### src/rtl/imem_boot_loader.sv
// Boot loader: packs a little-endian byte stream into 32-bit words and writes them to instruction memory.
// Latency: one write pulse the cycle after each 4th data byte; the core is released 2 cycles after the last byte.
// Backpressure: in_ready is high while loading (HDR/DATA/CHK) and low in RUN/ERROR; it never depends on in_valid.
// Optional feature: define CHECKSUM_EN to add the trailing XOR checksum byte (CHK/ERROR states).
module imem_boot_loader #(
   parameter int ADDR_WIDTH = 6
) (
   input  logic                  clk,
   input  logic                  rst,
   input  logic                  in_valid,
   input  logic [7:0]            in_data,
   output logic                  in_ready,
   input  logic                  reload,
   output logic                  im_wren,
   output logic [ADDR_WIDTH-1:0] im_address,
   output logic [31:0]           im_data,
   output logic                  core_rst,
   output logic                  done,
   output logic                  error,
   output logic [ADDR_WIDTH:0]   words_loaded
);

   localparam int unsigned DEPTH = 1 << ADDR_WIDTH;

`ifdef CHECKSUM_EN
   typedef enum logic [2:0] {ST_HDR, ST_DATA, ST_CHK, ST_RUN, ST_ERROR} state_t;
`else
   typedef enum logic [1:0] {ST_HDR, ST_DATA, ST_RUN} state_t;
`endif

   state_t                state_q;
   logic                  in_ready_q;
   logic                  im_wren_q;
   logic [ADDR_WIDTH-1:0] im_address_q;
   logic [31:0]           im_data_q;
   logic                  core_rst_q;
   logic                  done_q;
   logic [ADDR_WIDTH:0]   words_loaded_q;
   logic [ADDR_WIDTH:0]   count_q;
   logic [ADDR_WIDTH-1:0] word_idx_q;
   logic [1:0]            byte_idx_q;
   logic [23:0]           shift_q;
`ifdef CHECKSUM_EN
   logic [7:0]            csum_q;
   logic                  error_q;
`endif

   logic                  hs_d;
   logic [31:0]           word_d;
   logic [ADDR_WIDTH:0]   count_d;
   logic                  last_word_d;
   logic                  restart_d;

   // Handshake, assembled word, decoded header count and end-of-image detection
   always_comb begin
      hs_d        = in_valid && in_ready_q;
      word_d      = {in_data, shift_q};
      count_d     = (in_data[ADDR_WIDTH-1:0] == '0) ? (ADDR_WIDTH+1)'(DEPTH)
                                                    : {1'b0, in_data[ADDR_WIDTH-1:0]};
      last_word_d = ((words_loaded_q + (ADDR_WIDTH+1)'(1)) == count_q);
`ifdef CHECKSUM_EN
      restart_d   = reload && ((state_q == ST_RUN) || (state_q == ST_ERROR));
`else
      restart_d   = reload && (state_q == ST_RUN);
`endif
   end

   // Load sequencer: header, packed data words, optional checksum, then run
   always_ff @(posedge clk or posedge rst) begin
      if (rst) begin
         state_q        <= ST_HDR;
         in_ready_q     <= 1'b1;
         im_wren_q      <= 1'b0;
         im_address_q   <= '0;
         im_data_q      <= '0;
         core_rst_q     <= 1'b1;
         done_q         <= 1'b0;
         words_loaded_q <= '0;
         count_q        <= '0;
         word_idx_q     <= '0;
         byte_idx_q     <= '0;
         shift_q        <= '0;
`ifdef CHECKSUM_EN
         csum_q         <= '0;
         error_q        <= 1'b0;
`endif
      end else begin
         im_wren_q <= 1'b0;
         if (restart_d) begin
            state_q        <= ST_HDR;
            in_ready_q     <= 1'b1;
            core_rst_q     <= 1'b1;
            done_q         <= 1'b0;
            words_loaded_q <= '0;
            word_idx_q     <= '0;
            byte_idx_q     <= '0;
`ifdef CHECKSUM_EN
            csum_q         <= '0;
            error_q        <= 1'b0;
`endif
         end else begin
            case (state_q)
               ST_HDR: begin
                  if (hs_d) begin
                     count_q <= count_d;
                     state_q <= ST_DATA;
                  end
               end
               ST_DATA: begin
                  if (hs_d) begin
                     byte_idx_q <= byte_idx_q + 2'd1;
`ifdef CHECKSUM_EN
                     csum_q     <= csum_q ^ in_data;
`endif
                     if (byte_idx_q != 2'd3) begin
                        shift_q[{byte_idx_q, 3'b000} +: 8] <= in_data;
                     end else begin
                        // Word complete: the write pulse lands in the next cycle while
                        // the shift register is already free for the following byte.
                        im_wren_q      <= 1'b1;
                        im_address_q   <= word_idx_q;
                        im_data_q      <= word_d;
                        word_idx_q     <= word_idx_q + ADDR_WIDTH'(1);
                        words_loaded_q <= words_loaded_q + (ADDR_WIDTH+1)'(1);
                        if (last_word_d) begin
`ifdef CHECKSUM_EN
                           state_q    <= ST_CHK;
`else
                           state_q    <= ST_RUN;
                           in_ready_q <= 1'b0;
`endif
                        end
                     end
                  end
               end
`ifdef CHECKSUM_EN
               ST_CHK: begin
                  if (hs_d) begin
                     in_ready_q <= 1'b0;
                     if (in_data == csum_q) begin
                        state_q <= ST_RUN;
                     end else begin
                        state_q <= ST_ERROR;
                        error_q <= 1'b1;
                     end
                  end
               end
               ST_ERROR: begin
                  core_rst_q <= 1'b1;
                  done_q     <= 1'b0;
               end
`endif
               ST_RUN: begin
                  // Released one cycle after entry, so the final write has landed
                  core_rst_q <= 1'b0;
                  done_q     <= 1'b1;
               end
               default: begin
                  state_q <= ST_HDR;
               end
            endcase
         end
      end
   end

   assign in_ready     = in_ready_q;
   assign im_wren      = im_wren_q;
   assign im_address   = im_address_q;
   assign im_data      = im_data_q;
   assign core_rst     = core_rst_q;
   assign done         = done_q;
   assign words_loaded = words_loaded_q;
`ifdef CHECKSUM_EN
   assign error        = error_q;
`else
   assign error        = 1'b0;
`endif

endmodule

### config.mk
export PLATFORM = sky130hd
export DESIGN_NAME = imem_boot_loader
export DESIGN_NICKNAME = d
export VERILOG_FILES = /design/src/rtl/imem_boot_loader.sv
export SDC_FILE = /design/constraint.sdc
export NUM_CORES = 1
export LEC_CHECK = 0
export CORE_MARGIN = 8
export CORE_UTILIZATION = 35
export DETAILED_ROUTE_END_ITERATION = 10
export PLACE_DENSITY = 0.63
export SLEW_MARGIN = 20
export SYNTH_ARGS = -nofsm -noshare
export SYNTH_HDL_FRONTEND = slang
export SYNTH_SLANG_ARGS = --single-unit
### constraint.sdc
create_clock -name clk -period 7.54 [get_ports clk]
set_input_delay 1.508 -clock clk [delete_from_list [all_inputs] [get_ports clk]]
set_output_delay 1.508 -clock clk [all_outputs]
set_load 0.005 [all_outputs]
==> results.py, run 1 <==
metrics = {
    "global_route": {
        "met2_usage": 0.211,
        "overflow": 0,
        "grt_usage": 0.125,
        "grtUsageMet3": 0.0396,
        "top_usage_layer": "met2",
        "grt_pass1_vias": 2856,
        "antenna_found_initial": 0,
        "grt_max_degree": 91,
        "met1_usage": 0.151,
        "grt_pass1_wl_um": 14800,
    },
    "detailed_routing": {
        "dr.pass1.iters": 4,
        "drt_iter0_markers": 133,
        "detail-route-antenna-nets": 0,
        "via_count": 2829,
        "wl_um": 8630,
        "viasPerCell": 4.77,
        "drc": 0,
        "post_drt_wl_per_cell_um": 14.5,
    },
    "power": {
        "power.total_mw": 1.69,
        "power.leakage_nw": 2.20,
        "ir_drop_mv": 0.151,
        "p_per_area_nw_per_um2": 346,
    },
    "worst_setup_path": {
        "cp_data_arrival_time_ns": 3.62,
        "r2r_slack_ns": 5.26,
        "start_kind": "primary input",
        "r2r_end": "word_idx_q[0]",
        "cp_max_fo": 71,
        "reg2regPathDepth": 5,
        "worstPathRequired_ns": 7.74,
        "critPathKind": "in2reg",
        "regToRegStartpoint": "in_ready",
        "critPathCaptureType": "flop",
    },
    "worst_hold_path": {
        "worstHoldStart": "core_rst",
        "hold_end": "core_rst",
        "holdCritPathClass": "reg2reg",
        "min_path_cells": 2,
    },
    "synth": {
        "syn_inst": 392,
        "synth_edf_count": 0,
        "synth_cell_types": 42,
        "synth_area_um2": 3950,
        "ys_ff_latch": 90,
        "synth_area_leader_cell": "dfrtp_1",
        "synth_ff_type": "dfrtp_1",
        "syn_nets": 411,
        "async_reset_ff_frac": 1.00,
        "synth_area_per_cell_um2": 10.1,
        "yosysTopAreaCellShare": 0.557,
        "ys_seq_area_frac": 0.570,
        "synth_area_leaders": "dfrtp_1 56%, nand2_1 7.8%, o21ai_0 4.6%",
        "yosys_warnings": 0,
    },
    "timing": {
        "worst_pin_slew_ns": 0.802,
        "fin_setup_tns_ns": 0,
        "setup_viol": 0,
        "hold_violations": 0,
        "report.final.slew_viol_count": 0,
        "fin_crit_sh": 0.453,
        "min_period_ns": 3.42,
        "max_slew_margin": 0.465,
        "fmax_mhz": 293,
        "rsz0062_at_grt": "false",
        "fin_skew_ns": 0.00914,
    },
    "clocking": {
        "cts_buffers": 9,
        "post_cts_buffers": 0,
        "htree_levels": 3,
        "cts_buffer_depth": 2,
        "cts_tree": "yes",
        "clock_insertion_delay_worst_skew_ns": 0.33,
        "ctsRootBufferMaster": "clkbuf_16",
        "clkTransAtPathRegs_ns": 0.06,
        "ctsResizeCount": 0,
        "cts_hold_buffers": 0,
        "clock_sinks": 90,
    },
    "place": {
        "port_buffers": 60,
        "hpwlAfterDp_um": 6000,
        "finalWeightedCongestion": 0.749,
    },
    "finish": {
        "diodes": 0,
        "drive_gt1_frac": 0.0978,
        "area_growth_pct": 23.9,
        "nets": 465,
    },
    "run_status": {
        "status": "finished, final reports clean",
    },
    "floorplanning": {
        "die-area_um2": 15000,
        "rows": 39,
        "io_pins": 62,
        "die_w_um": 122,
        "core_um2": 11200,
        "start_util": 0.352,
        "die_y_um": 122,
    },
    "flow_run": {
        "drv_cap": 0,
    },
}
[worst max-delay path, cell delays in order]
cell and delay [ns]:
clkdlybuf4s50_1 0.54, and4b_1 0.48, nand2_4 0.43, inv_2 0.43, xnor2_1 0.16, nor2_1 0.06
[logic make-up (layout without fill, tap and decap cells)]
kind of cell             Yosys count  after routing  synth area share
adder cells (fa/ha/maj)            7              7            0.0222
AND/OR/NAND/NOR                  152            152             0.187
AO/OA/AOI/OAI                     74             74             0.108
multiplexers                       6              6            0.0171
other                              1              1          0.000948
flip-flops                        90             90             0.570
XOR/XNOR                          14             14            0.0345
buffers and inverters             48            106            0.0608
[registers in the layout, summed over array words and instances (netlist names)]
name / count
count_q: 7
im_data: 32
shift_q: 24
word_idx_q: 6
done: 1
state_q: 2
byte_idx_q: 2
in_ready: 1
im_wren: 1
im_address: 6
core_rst: 1
words_loaded: 7
[through the flow]
step	std cells	setup slack (ns)	util	instance area (µm²)	hold WS [ns]
3_3_place_gp	578	3.80	0.411	4610	0.453
2_1_floorplan	392	3.70	-	3950	0.448
3_5_place_dp	578	3.78	0.411	4610	0.457
6_report	593	4.12	0.436	4900	0.462
4_1_cts	593	4.12	0.436	4890	0.471
5_1_grt	593	3.89	0.436	4900	0.487
[worst max-delay path by stage]
stage	depth (start not counted)	start	slack, ns	to
CTS	6	in_valid	4.12	word_idx_q[0]
detailed placement	6	in_valid	3.78	word_idx_q[0]
global placement	6	in_valid	3.80	word_idx_q[0]
global route	6	in_valid	3.89	word_idx_q[0]
floorplan	1	rst	3.70	byte_idx_q[0]
finish	6	in_valid	4.12	word_idx_q[0]
[power by group]
group	total [mW]	leakage (nW)	switching [mW]	internal [mW]
registers	0.753	1.17	0.0967	0.657
logic	0.528	0.901	0.253	0.275
clock network	0.412	0.131	0.187	0.225
total	1.69	2.20	0.537	1.16
[metal layers]
metal	wire length, µm	vias up	share of wire
li1	-	1415	-
met1	3710	1348	0.43
met2	4290	54	0.50
met3	515	12	0.060
met4	115	0	0.013
met5	0	-	0
[cells in the final DEF (no fill, tap or decap), types with 2 or more instances in the layout]
| cell type | count |
|---|---|
| dfrtp_1 | 88 |
| nand2_1 | 82 |
| clkdlybuf4s50_1 | 60 |
| o21ai_0 | 36 |
| nand3_1 | 29 |
| inv_1 | 28 |
| o21ai_1 | 17 |
| nor2_1 | 10 |
| xnor2_1 | 9 |
| clkbuf_16 | 9 |
| o21ai_2 | 8 |
| ha_1 | 7 |
| mux2_2 | 6 |
| and3_1 | 5 |
| a21oi_1 | 5 |
| xor2_1 | 4 |
| nor4_1 | 4 |
| a21o_1 | 4 |
| nor3b_2 | 3 |
| nor3_1 | 3 |
| nand3_2 | 2 |
| or3_1 | 2 |
| nand4_1 | 2 |
| clkinv_2 | 2 |
| nor4_2 | 2 |
| o31ai_1 | 2 |
| clkinvlp_4 | 2 |
| dfstp_2 | 2 |
[synth_stat cells, types with 5 or more instances]
cell type	instances
dfrtp_1	88
nand2_1	82
o21ai_0	36
inv_1	29
nand3_1	29
o21ai_1	17
nor2_1	10
xnor2_1	9
o21ai_2	8
ha_1	7
buf_2	6
mux2_2	6
a21oi_1	5
and3_1	5
buf_4	5
[cell type report]
class                      instances  area, µm²
fill                            1096       6330
clock inverter                     6       53.8
sequential                        90       2250
multi-input combinational        254       1460
timing repair buffer              61        612
inverter                          30        114
clock buffer                       9        225
tap                              143        179
No activity file was read; power rests on OpenSTA's default activity.
==> run 2, diff against run 1 <==
Settings changed: PLACE_DENSITY 0.63 to 0.65.
Clock period 7.54 ns to 2.8 ns, I/O delays scaled along.
==> run 2 against run 1 <==
Effect of this change: clock skew decreased by 0.0043 ns; non-clock buffer count rose by 4; routed wire length up 5.0%; sequential cell count is the same; sequential power rose to 2.7 times the previous value; die area did not move; via count rose by 1.5%.
==> results.py, run 2 (synthesized netlist as in run 1, its figures left out) <==
metrics = {
    "run_status": {
        "status": "finished, final reports clean",
    },
    "global_route": {
        "antenna_found_initial": 0,
        "grt_usage": 0.127,
        "grt_pass1_wl_um": 14900,
        "grt_max_degree": 71,
        "grt_pass1_vias": 2865,
        "overflow": 0,
    },
    "clocking": {
        "post_cts_buffers": 0,
        "ctsRootBufferMaster": "clkbuf_16",
        "htree_levels": 3,
        "cts_buffers": 9,
        "clkTransAtPathRegs_ns": 0.07,
        "clock_insertion_delay_worst_skew_ns": 0.34,
        "ctsResizeCount": 0,
        "clock_sinks": 90,
        "cts_hold_buffers": 0,
        "cts_tree": "yes",
        "cts_buffer_depth": 2,
    },
    "worst_setup_path": {
        "cp_data_arrival_time_ns": 2.41,
        "start_kind": "primary input",
        "worstPathRequired_ns": 3.06,
        "critPathCaptureType": "flop",
        "critPathKind": "in2reg",
        "cp_max_fo": 16,
    },
    "finish": {
        "diodes": 0,
        "nets": 469,
        "area_growth_pct": 25.1,
        "largest_register_ffs": 32,
        "drive_gt1_frac": 0.108,
        "final_cell_mix": "88 x dfrtp_1, 82 x nand2_1, 60 x clkdlybuf4s50_1",
        "finalInstanceArea_um2": 4950,
        "layout.cells.most_common": "dfrtp_1",
    },
    "floorplanning": {
        "die_w_um": 122,
        "die_y_um": 122,
        "die-area_um2": 15000,
        "io_pins": 62,
        "core_um2": 11200,
        "rows": 39,
        "start_util": 0.352,
    },
    "detailed_routing": {
        "post_drt_wl_per_cell_um": 15.1,
        "wl_um": 9060,
        "via_count": 2871,
        "detail-route-antenna-nets": 0,
        "dr.pass1.iters": 4,
        "drt_iter0_markers": 194,
        "drc": 0,
        "viasPerCell": 4.80,
    },
    "place": {
        "port_buffers": 60,
        "hpwlAfterDp_um": 6380,
        "place_area_um2": 4660,
        "finalWeightedCongestion": 0.849,
    },
    "timing": {
        "report.final.slew_viol_count": 0,
        "hold_ws_ns": 0.467,
        "setup_viol": 0,
        "worst_pin_slew_ns": 0.643,
        "hold_violations": 0,
        "fin_crit_sh": 0.769,
        "fmax_mhz": 464,
        "fin_skew_ns": 0.00479,
        "fin_setup_tns_ns": 0,
        "min_period_ns": 2.15,
        "rsz0062_at_grt": "false",
        "max_slew_margin": 0.569,
    },
    "worst_hold_path": {
        "holdCritPathClass": "reg2reg",
    },
    "power": {
        "power.leakage_nw": 2.23,
        "p_per_area_nw_per_um2": 937,
        "ir_drop_mv": 0.356,
    },
    "flow_run": {
        "drv_cap": 0,
    },
}
==> run 2: changes by cell type in the layout (fill, tap and decap cells not counted) <==
cell and change:
buf_12 +1, clkinv_2 -2, inv_6 +2, buf_4 +4, clkinvlp_4 +1, buf_6 -1, clkinv_8 -1, inv_8 +1
==> run 2: area by class of cell <==
type	count	area, µm²
Fill cell	1096	6280
Sequential cell	90	2250
Multi-Input combinational cell	254	1460
Timing Repair Buffer	65	651
Clock buffer	9	225
Tap cell	143	179
Inverter	30	116
Clock inverter	7	61.3
==> run 2: through the flow <==
| step | util | setup WS, ns | cells | power, mW |
|---|---|---|---|---|
| 2_1_floorplan | - | 1.15 | 392 | 2.82 |
| 3_3_place_gp | 0.415 | 0.422 | 582 | 3.46 |
| 3_5_place_dp | 0.415 | 0.310 | 582 | 3.53 |
| 4_1_cts | 0.441 | 0.671 | 598 | 4.70 |
| 5_1_grt | 0.441 | 0.509 | 598 | 4.96 |
| 6_report | 0.441 | 0.647 | 598 | 4.64 |
==> run 2: where the power goes <==
group	total, mW	internal [mW]	switching [mW]
clock	1.17	0.619	0.546
sequential	2.03	1.77	0.260
combinational	1.44	0.748	0.696
total	4.64	3.13	1.50
==> run 2: layer usage <==
metal	track usage	part of all wire	vias to the layer above
li1	-	-	1416
met1	0.163	0.45	1381
met2	0.204	0.48	67
met3	0.0396	0.068	7
met4	0.0343	0.0093	0
met5	0	0	-
==> run 2: critical path, cell delays in order <==
cell and delay, ns:
clkdlybuf4s50_1 0.55, and4b_1 0.49, and3_1 0.55, nand3_1 0.15, o21ai_1 0.11
==> run 2: worst paths after layout <==
| path | from | to | slack [ns] | cells after the start |
|---|---|---|---|---|
| max reg2reg | in_ready | shift_q[7] | 0.84 | 4 |
| max in group asynchronous | rst | im_data[31] | 1.49 | 3 |
| min in group asynchronous | rst | im_address[3] | 0.59 | 2 |
| min | core_rst | core_rst | 0.47 | 2 |
| max | in_valid | shift_q[7] | 0.65 | 5 |
| min reg2reg | core_rst | core_rst | 0.47 | 2 |
==> run 3, diff against run 2 <==
Clock period 2.8 ns to 1.86 ns, I/O delays scaled along.
==> run 3 against run 2 <==
Effect of this change: sequential power increased by 49%; via count increased by 2.7%; global-route usage about the same; total power increased by 52%; setup slack got worse by 0.58 ns; register-to-register slack got worse by 0.64 ns; clock-buffer cell count unchanged; die area unchanged; sequential cell count unchanged; largest power group unchanged.
==> results.py, run 3 (synthesized netlist as in run 1, its figures left out) <==
metrics = {
    "timing": {
        "fin_ws_ns": 0.0705,
        "fin_setup_tns_ns": 0,
        "hold_violations": 0,
        "min_period_ns": 1.79,
        "hold_ws_ns": 0.353,
        "setup_viol": 0,
        "fin_crit_sh": 0.962,
        "fmax_mhz": 559,
        "rsz0062_at_grt": "false",
        "fin_skew_ns": 0.00475,
        "report.final.slew_viol_count": 0,
    },
    "floorplanning": {
        "start_util": 0.352,
        "io_pins": 62,
        "core_um2": 11200,
        "die_w_um": 122,
        "rows": 39,
        "die-area_um2": 15000,
        "die_y_um": 122,
    },
    "global_route": {
        "grt_usage": 0.127,
        "grt_pass1_wl_um": 15200,
        "antenna_found_initial": 0,
        "grt_max_degree": 56,
        "grt_pass1_vias": 3033,
        "overflow": 0,
    },
    "clocking": {
        "clock_sinks": 90,
        "cts_buffers": 9,
        "ctsRootBufferMaster": "clkbuf_16",
        "cts_buffer_depth": 2,
        "cts_hold_buffers": 0,
        "clkTransAtPathRegs_ns": 0.06,
        "cts_tree": "yes",
        "htree_levels": 3,
        "clock_insertion_delay_worst_skew_ns": 0.33,
    },
    "worst_setup_path": {
        "critPathCaptureType": "output port",
        "crit_path_top_delay_cell": "dfstp_2",
        "reg2regPathDepth": 6,
        "critPathKind": "reg2out",
        "worstPathRequired_ns": 1.49,
        "cp_top_family": "flip-flops",
        "path_buf_inv": 1,
        "r2r_end": "shift_q[20]",
        "cp_max_fo": 4,
        "cp_data_arrival_time_ns": 1.42,
        "cpPeakStageDelay_ns": 0.56,
        "r2r_slack_ns": 0.20,
        "start_kind": "flop",
        "regToRegStartpoint": "byte_idx_q[0]",
        "crit_chain": "clkdlybuf4s50_1",
    },
    "power": {
        "p_clk_frac": 0.236,
        "seqPwrFrac": 0.430,
        "switchingPower_mw": 2.22,
        "power_frac_comb": 0.333,
        "p_int_mw": 4.83,
        "p_per_area_nw_per_um2": 1360,
        "swShare": 0.315,
        "power.leakage_nw": 2.36,
        "power.total_mw": 7.04,
        "ir_drop_mv": 0.623,
    },
    "detailed_routing": {
        "wl_um": 9020,
        "drc": 0,
        "via_count": 2949,
        "viasPerCell": 4.75,
        "detail-route-antenna-nets": 0,
        "post_drt_wl_per_cell_um": 14.5,
        "dr.pass1.iters": 4,
        "drt_iter0_markers": 146,
    },
    "place": {
        "dpl_worst_slack_ns": -0.134,
        "place_area_um2": 4890,
        "dp_cells": 605,
        "hpwlAfterDp_um": 6730,
        "port_buffers": 60,
        "finalWeightedCongestion": 0.817,
    },
    "finish": {
        "nets": 493,
        "final_cell_mix": "88 x dfrtp_1, 82 x nand2_1, 60 x clkdlybuf4s50_1",
        "finalInstanceArea_um2": 5180,
        "drive_gt1_frac": 0.151,
        "layout.cells.most_common": "dfrtp_1",
        "diodes": 0,
        "largest_register_ffs": 32,
        "post-route-util": 0.461,
        "finalNonFillerCells": 621,
        "area_growth_pct": 30.9,
    },
    "run_status": {
        "status": "finished, final reports clean",
    },
    "flow_run": {
        "drv_cap": 0,
    },
    "worst_hold_path": {
        "holdCritPathClass": "in2async",
    },
}
==> run 3: cell types whose count changed in the layout (fill, tap and decap cells not counted), sizes merged <==
cell,delta
inv,-2
buf,+24
clkinv,+1
==> run 3: per-layer routing <==
metal	share of wire	vias up	routed length [µm]	GRT usage
li1	-	1466	-	-
met1	0.43	1419	3910	0.153
met2	0.50	52	4530	0.215
met3	0.050	12	455	0.0359
met4	0.014	0	125	0.0388
met5	0	-	0	0
==> run 3: final cells by class <==
| type | instances | area, µm² |
|---|---|---|
| clock buffer | 9 | 225 |
| clock inverter | 6 | 50.0 |
| fill | 1071 | 6050 |
| inverter | 30 | 116 |
| multi-input combinational | 254 | 1460 |
| sequential | 90 | 2250 |
| tap | 143 | 179 |
| timing repair buffer | 89 | 893 |
==> run 3: worst max-delay path by stage <==
stage                           end       startpoint  slack, ns  cells past startpoint
finish                     in_ready         in_ready       0.07                      1
floorplan                state_q[0]  words_loaded[0]       0.21                      5
CTS                        in_ready         in_ready       0.01                      1
global route               in_ready         in_ready       0.02                      1
global placement    words_loaded[6]         in_valid      -0.08                      6
detailed placement  words_loaded[5]         in_valid      -0.13                      6
==> run 3: power groups by stage <==
stage	clock network (mW)	logic (mW)	registers (mW)
finish	1.66	2.35	3.03
global route	1.78	2.64	3.12
CTS	1.71	2.39	3.05
detailed placement	0	2.38	3.08
global placement	0	2.33	3.05
floorplan	0	1.21	3.04
==> run 3: what timing repair did <==
| action | in CTS | in global routing |
|---|---|---|
| gates resized for setup | 0 | 0 |
| buffers inserted | 0 | 1 |
| endpoints found under the setup margin | 0 | 1 |
==> run 3: worst register-to-register path: cells and delay by family (launching register included) <==
kind	cells	cell delay [ns]
buffers and inverters	2	0.35
AO/OA/AOI/OAI	1	0.08
adder cells (fa/ha/maj)	1	0.38
flip-flops	1	0.46
AND/OR/NAND/NOR	2	0.31
==> variant 1, RTL diff (config.mk and constraints of run 3) <==
Set the parameter `ADDR_WIDTH` to 5 (it was 6).
--- a/src/rtl/imem_boot_loader.sv
+++ b/src/rtl/imem_boot_loader.sv
@@ -4,5 +4,5 @@
 // Optional feature: define CHECKSUM_EN to add the trailing XOR checksum byte (CHK/ERROR states).
 module imem_boot_loader #(
-   parameter int ADDR_WIDTH = 6
+   parameter int ADDR_WIDTH = 5
 ) (
    input  logic                  clk,
Ports: changed (resized im_address and words_loaded); port bits go from 62 to 60. The function was not compared with the original's and may differ.
==> variant 1 against run 3 <==
  * Routed wire length down 9.4%
  * Critical path depth unchanged
  * Synthesized area down 6.2%
  * Clock skew up 0.0011 ns
  * Count of clock-buffer cells in the layout up 1
  * Synthesized cell count down 3.6%
  * Sequential power down 2%
  * Power up 1.5%
  * Setup slack better by 0.014 ns
  * Design area down 6.0%
  * Via count down 4.7%
  * Sequential cell count down 4
  * First-iteration DRC count down 3.4%
  * Register-to-register slack worse by 0.07 ns
  * Critical endpoint is now words_loaded[4]
==> variant 1: results <==
{
  "finClkSkew_ns": 0.00586,
  "gp_congestion": 0.763,
  "first_pass_iters": 5,
  "yosys_warnings": 0,
  "grtUsageTotal": 0.120,
  "leakage_nw": 2.22,
  "grt_pass1_wl_mm": 13.8,
  "maxCapViolations": 0,
  "hold_class": "reg -> reg",
  "clkTransAtPathRegs_ns": 0.08,
  "post_cts_resized": 0,
  "cp_max_fo": 5,
  "synth_common_cells": "84 x dfrtp_1, 77 x nand2_1, 53 x o21ai_1",
  "synthTopCellsByArea": "dfrtp_1 57%, nand2_1 7.8%, o21ai_1 7.2%",
  "post_cts_buffers": 2,
  "wl_mm": 8.18,
  "largest_reg_flops": 32,
  "synth.distinct_cells": 43,
  "root_buffer": "clkbuf_8",
  "grt_pass1_vias": 2748,
  "place_ws_ns": -0.00750,
  "synth_ff_type": "dfrtp_1",
  "grt_max_degree": 87,
  "ir_worst_vdd_mv": 0.699,
  "slowest_delay_ns": 0.56,
  "wire_per_inst_microns": 13.8,
  "placedCellCount": 574,
  "fin_nets": 470,
  "clk_path_buf_depth": 2,
  "arrival_ns": 1.40,
  "synth_nets": 397,
  "slowest_stage": "clkdlybuf4s50_1",
  "antenna_found_initial": 0,
  "drt_first_iter_violations": 141,
  "diodes": 0,
  "layout-drive-gt1-share": 0.127,
  "numCtsBuffers": 9,
  "synth_enable_flop_cells": 0,
  "syn_inst": 378,
  "vias": 2811,
  "status": "finished clean",
  "dp_hpwl_mm": 5.83,
  "htreeDepth": 3,
  "clock_latency_ns": 0.35,
  "async_flop_share": 1.00,
  "placed_area_sq_mm": 0.00462,
  "synth_top_area_share": 0.567,
  "cp_top_family": "buffers and inverters",
  "port_buffers": 58,
  "yosysSeqAreaShare": 0.581
}
-- variant 1: cell families after synthesis --
logic type               count (synthesis)  share of synthesized area
multiplexers                             6                     0.0179
buffers and inverters                   51                     0.0577
AND/OR/NAND/NOR                        147                      0.187
flip-flops                              86                      0.581
adder cells (fa/ha/maj)                  7                     0.0236
other                                    1                    0.00101
XOR/XNOR                                11                     0.0260
AO/OA/AOI/OAI                           69                      0.106
-- variant 1: cell type report --
type,count,area (sq um)
tap,136,170
multi-input combinational,241,1340
clock inverter,6,93.8
fill,993,5460
clock buffer,10,138
sequential,86,2150
inverter,31,120
timing repair buffer,82,848
-- variant 1: power breakdown --
part | leakage (nW) | switching (mW) | total, mW | internal (mW)
combinational | 0.972 | 1.26 | 2.68 | 1.42
clock | 0.118 | 0.678 | 1.48 | 0.805
sequential | 1.13 | 0.405 | 2.98 | 2.58
total | 2.22 | 2.34 | 7.15 | 4.80
-- variant 1: metal layers --
metal  up-vias  wire, microns  global-route usage
met1      1347           3800               0.145
met3         8            427              0.0458
li1       1401              -                   -
met2        55           3860               0.194
met5         -              0                   0
met4         0             88              0.0372
-- variant 1: worst paths after layout --
kind,startpoint,endpoint,slack [ns],cells past startpoint
max,words_loaded[4],words_loaded[4],0.08,1
min,core_rst,core_rst,0.46,2
max reg2reg,words_loaded[0],state_q[0],0.13,5
min reg2reg,core_rst,core_rst,0.46,2
max in group asynchronous,rst,in_ready,0.99,3
min in group asynchronous,rst,im_wren,0.47,3
-- variant 1: per-stage QoR --
stage / hold WS (ns) / total power [mW] / TNS, ns
final: 0.464 / 7.15 / 0
after global routing: 0.475 / 7.69 / 0
after floorplan: 0.448 / 4.36 / 0
after global placement: 0.449 / 5.63 / 0
after detailed placement: 0.448 / 5.72 / -0.0258
after CTS: 0.466 / 7.25 / 0
==> variant 2, RTL diff (settings of run 3) <==
Without the edit above. Reset style: synchronous (`rst`), changed in one clocked block.
--- a/src/rtl/imem_boot_loader.sv
+++ b/src/rtl/imem_boot_loader.sv
@@ -67,5 +67,5 @@
 
    // Load sequencer: header, packed data words, optional checksum, then run
-   always_ff @(posedge clk or posedge rst) begin
+   always_ff @(posedge clk) begin
       if (rst) begin
          state_q        <= ST_HDR;
Function: changed (a bounded check fails within 10 cycles, from zero or initial values and one cycle with rst high; the reset may be asserted at any time).
==> variant 2 against run 3 <==
  * Maximum frequency rose by 1.7%
  * Setup slack improved by 0.029 ns
  * Routed wire length shrank 5.8%
  * Global-route usage is 0.51 points higher
  * Count of clock-buffer cells in the layout grew 2
  * Utilization is 0.96 points higher
  * Design area decreased by 11%
  * Synthesized area down 10%
  * Sequential cell count stayed put
Power is not compared: it rests on default switching activity, and its combinational part moved more than twofold at a synthesized area within 25%.
==> variant 2: results <==
{
  "drt_first_iter_violations": 137,
  "whs_ns": 0.409,
  "arrival_ns": 1.39,
  "wl_mm": 8.49,
  "gp_congestion": 0.800,
  "largest_reg_flops": 32,
  "fin_nets": 510,
  "status": "finished clean",
  "hold_class": "in -> reg",
  "numCtsBuffers": 9,
  "rrSetupSlack_ns": 0.17,
  "clkTransAtPathRegs_ns": 0.08,
  "synthTopCellsByArea": "dfxtp_1 51%, nand2_1 12%, a21oi_1 9.6%",
  "dr_wl_met3_microns": 463,
  "synth.distinct_cells": 37,
  "port_buffers": 60,
  "cp_top_family": "buffers and inverters",
  "fmax_ghz": 0.568,
  "yosysSeqAreaShare": 0.508,
  "grt_max_degree": 57,
  "finClkSkew_ns": 0.0123,
  "grt_use_met2": 0.217,
  "placed_area_sq_mm": 0.00441,
  "htreeDepth": 3,
  "grt_pass1_vias": 2961,
  "clock_latency_ns": 0.35,
  "synth_common_cells": "114 x nand2_1, 90 x dfxtp_1, 68 x a21oi_1",
  "antenna_found_initial": 0,
  "ir_worst_vdd_mv": 0.428,
  "async_flop_share": 0,
  "synth_nets": 444,
  "dp_hpwl_mm": 6.03,
  "clk_path_buf_depth": 2,
  "slowest_delay_ns": 0.56,
  "met1_usage": 0.157,
  "grt_pass1_wl_mm": 14.2,
  "routed-wl-met2_mm": 3.97,
  "fillers": 979,
  "layout-drive-gt1-share": 0.101,
  "slowest_stage": "clkdlybuf4s50_1",
  "drt-met1-wl_mm": 3.92,
  "grtUsageMet3": 0.0341,
  "synth_ff_type": "dfxtp_1",
  "root_buffer": "clkbuf_8",
  "post_cts_buffers": 0,
  "cp_max_fo": 5,
  "viasPerCell": 4.75,
  "place_ws_ns": -0.157,
  "grtUsageTotal": 0.132
}
variant 2: changes by cell type in the layout (fill, tap and decap cells not counted), moves of 9 or more:
cell / change
a21oi_1: +63
clkbuf_16: -9
clkbuf_8: +10
dfrtp_1: -88
dfxtp_1: +87
inv_1: -24
nand2_1: +32
nor2_1: +19
o21ai_0: -34
o21ai_1: -17
variant 2: cell type report:
type | count | area (sq um) | share of cell area
Clock inverter | 3 | 65.1 | 0.0141
Inverter | 4 | 15.0 | 0.00325
Tap cell | 133 | 166 | 0.0360
Clock buffer | 11 | 141 | 0.0306
Sequential cell | 90 | 1810 | 0.390
Multi-Input combinational cell | 305 | 1630 | 0.352
Timing Repair Buffer | 81 | 803 | 0.174
variant 2: power groups by stage:
stage | sequential, mW | clock, mW | combinational [mW]
after global routing | 1.96 | 1.54 | 0.223
after detailed placement | 2.01 | 0 | 0.202
after floorplan | 2.00 | 0 | 0.113
after CTS | 1.96 | 1.47 | 0.204
final | 1.96 | 1.43 | 0.204
after global placement | 2.01 | 0 | 0.198
variant 2: kinds of logic (layout without fill, tap and decap cells):
kind of cell	after synthesis	after routing	share of synthesized area
AND/OR/NAND/NOR	193	193	0.240
flip-flops	90	90	0.508
AO/OA/AOI/OAI	76	76	0.115
buffers and inverters	30	99	0.0363
XOR/XNOR	20	20	0.0532
multiplexers	8	8	0.0226
adder cells (fa/ha/maj)	7	7	0.0247
other	1	1	0.00106
variant 2: worst paths after layout:
path                    from         endpoint  cells after the start
max          words_loaded[3]  words_loaded[3]                      1
min                      rst       count_q[1]                      2
max reg2reg  words_loaded[1]       state_q[0]                      6
min reg2reg      shift_q[21]      im_data[21]                      2
variant 2: through the flow:
step                std cells  power, mW
floorplan                 425       2.11
finish                    627       3.59
global placement          613       2.20
detailed placement        613       2.21
CTS                       627       3.63
global route              627       3.73
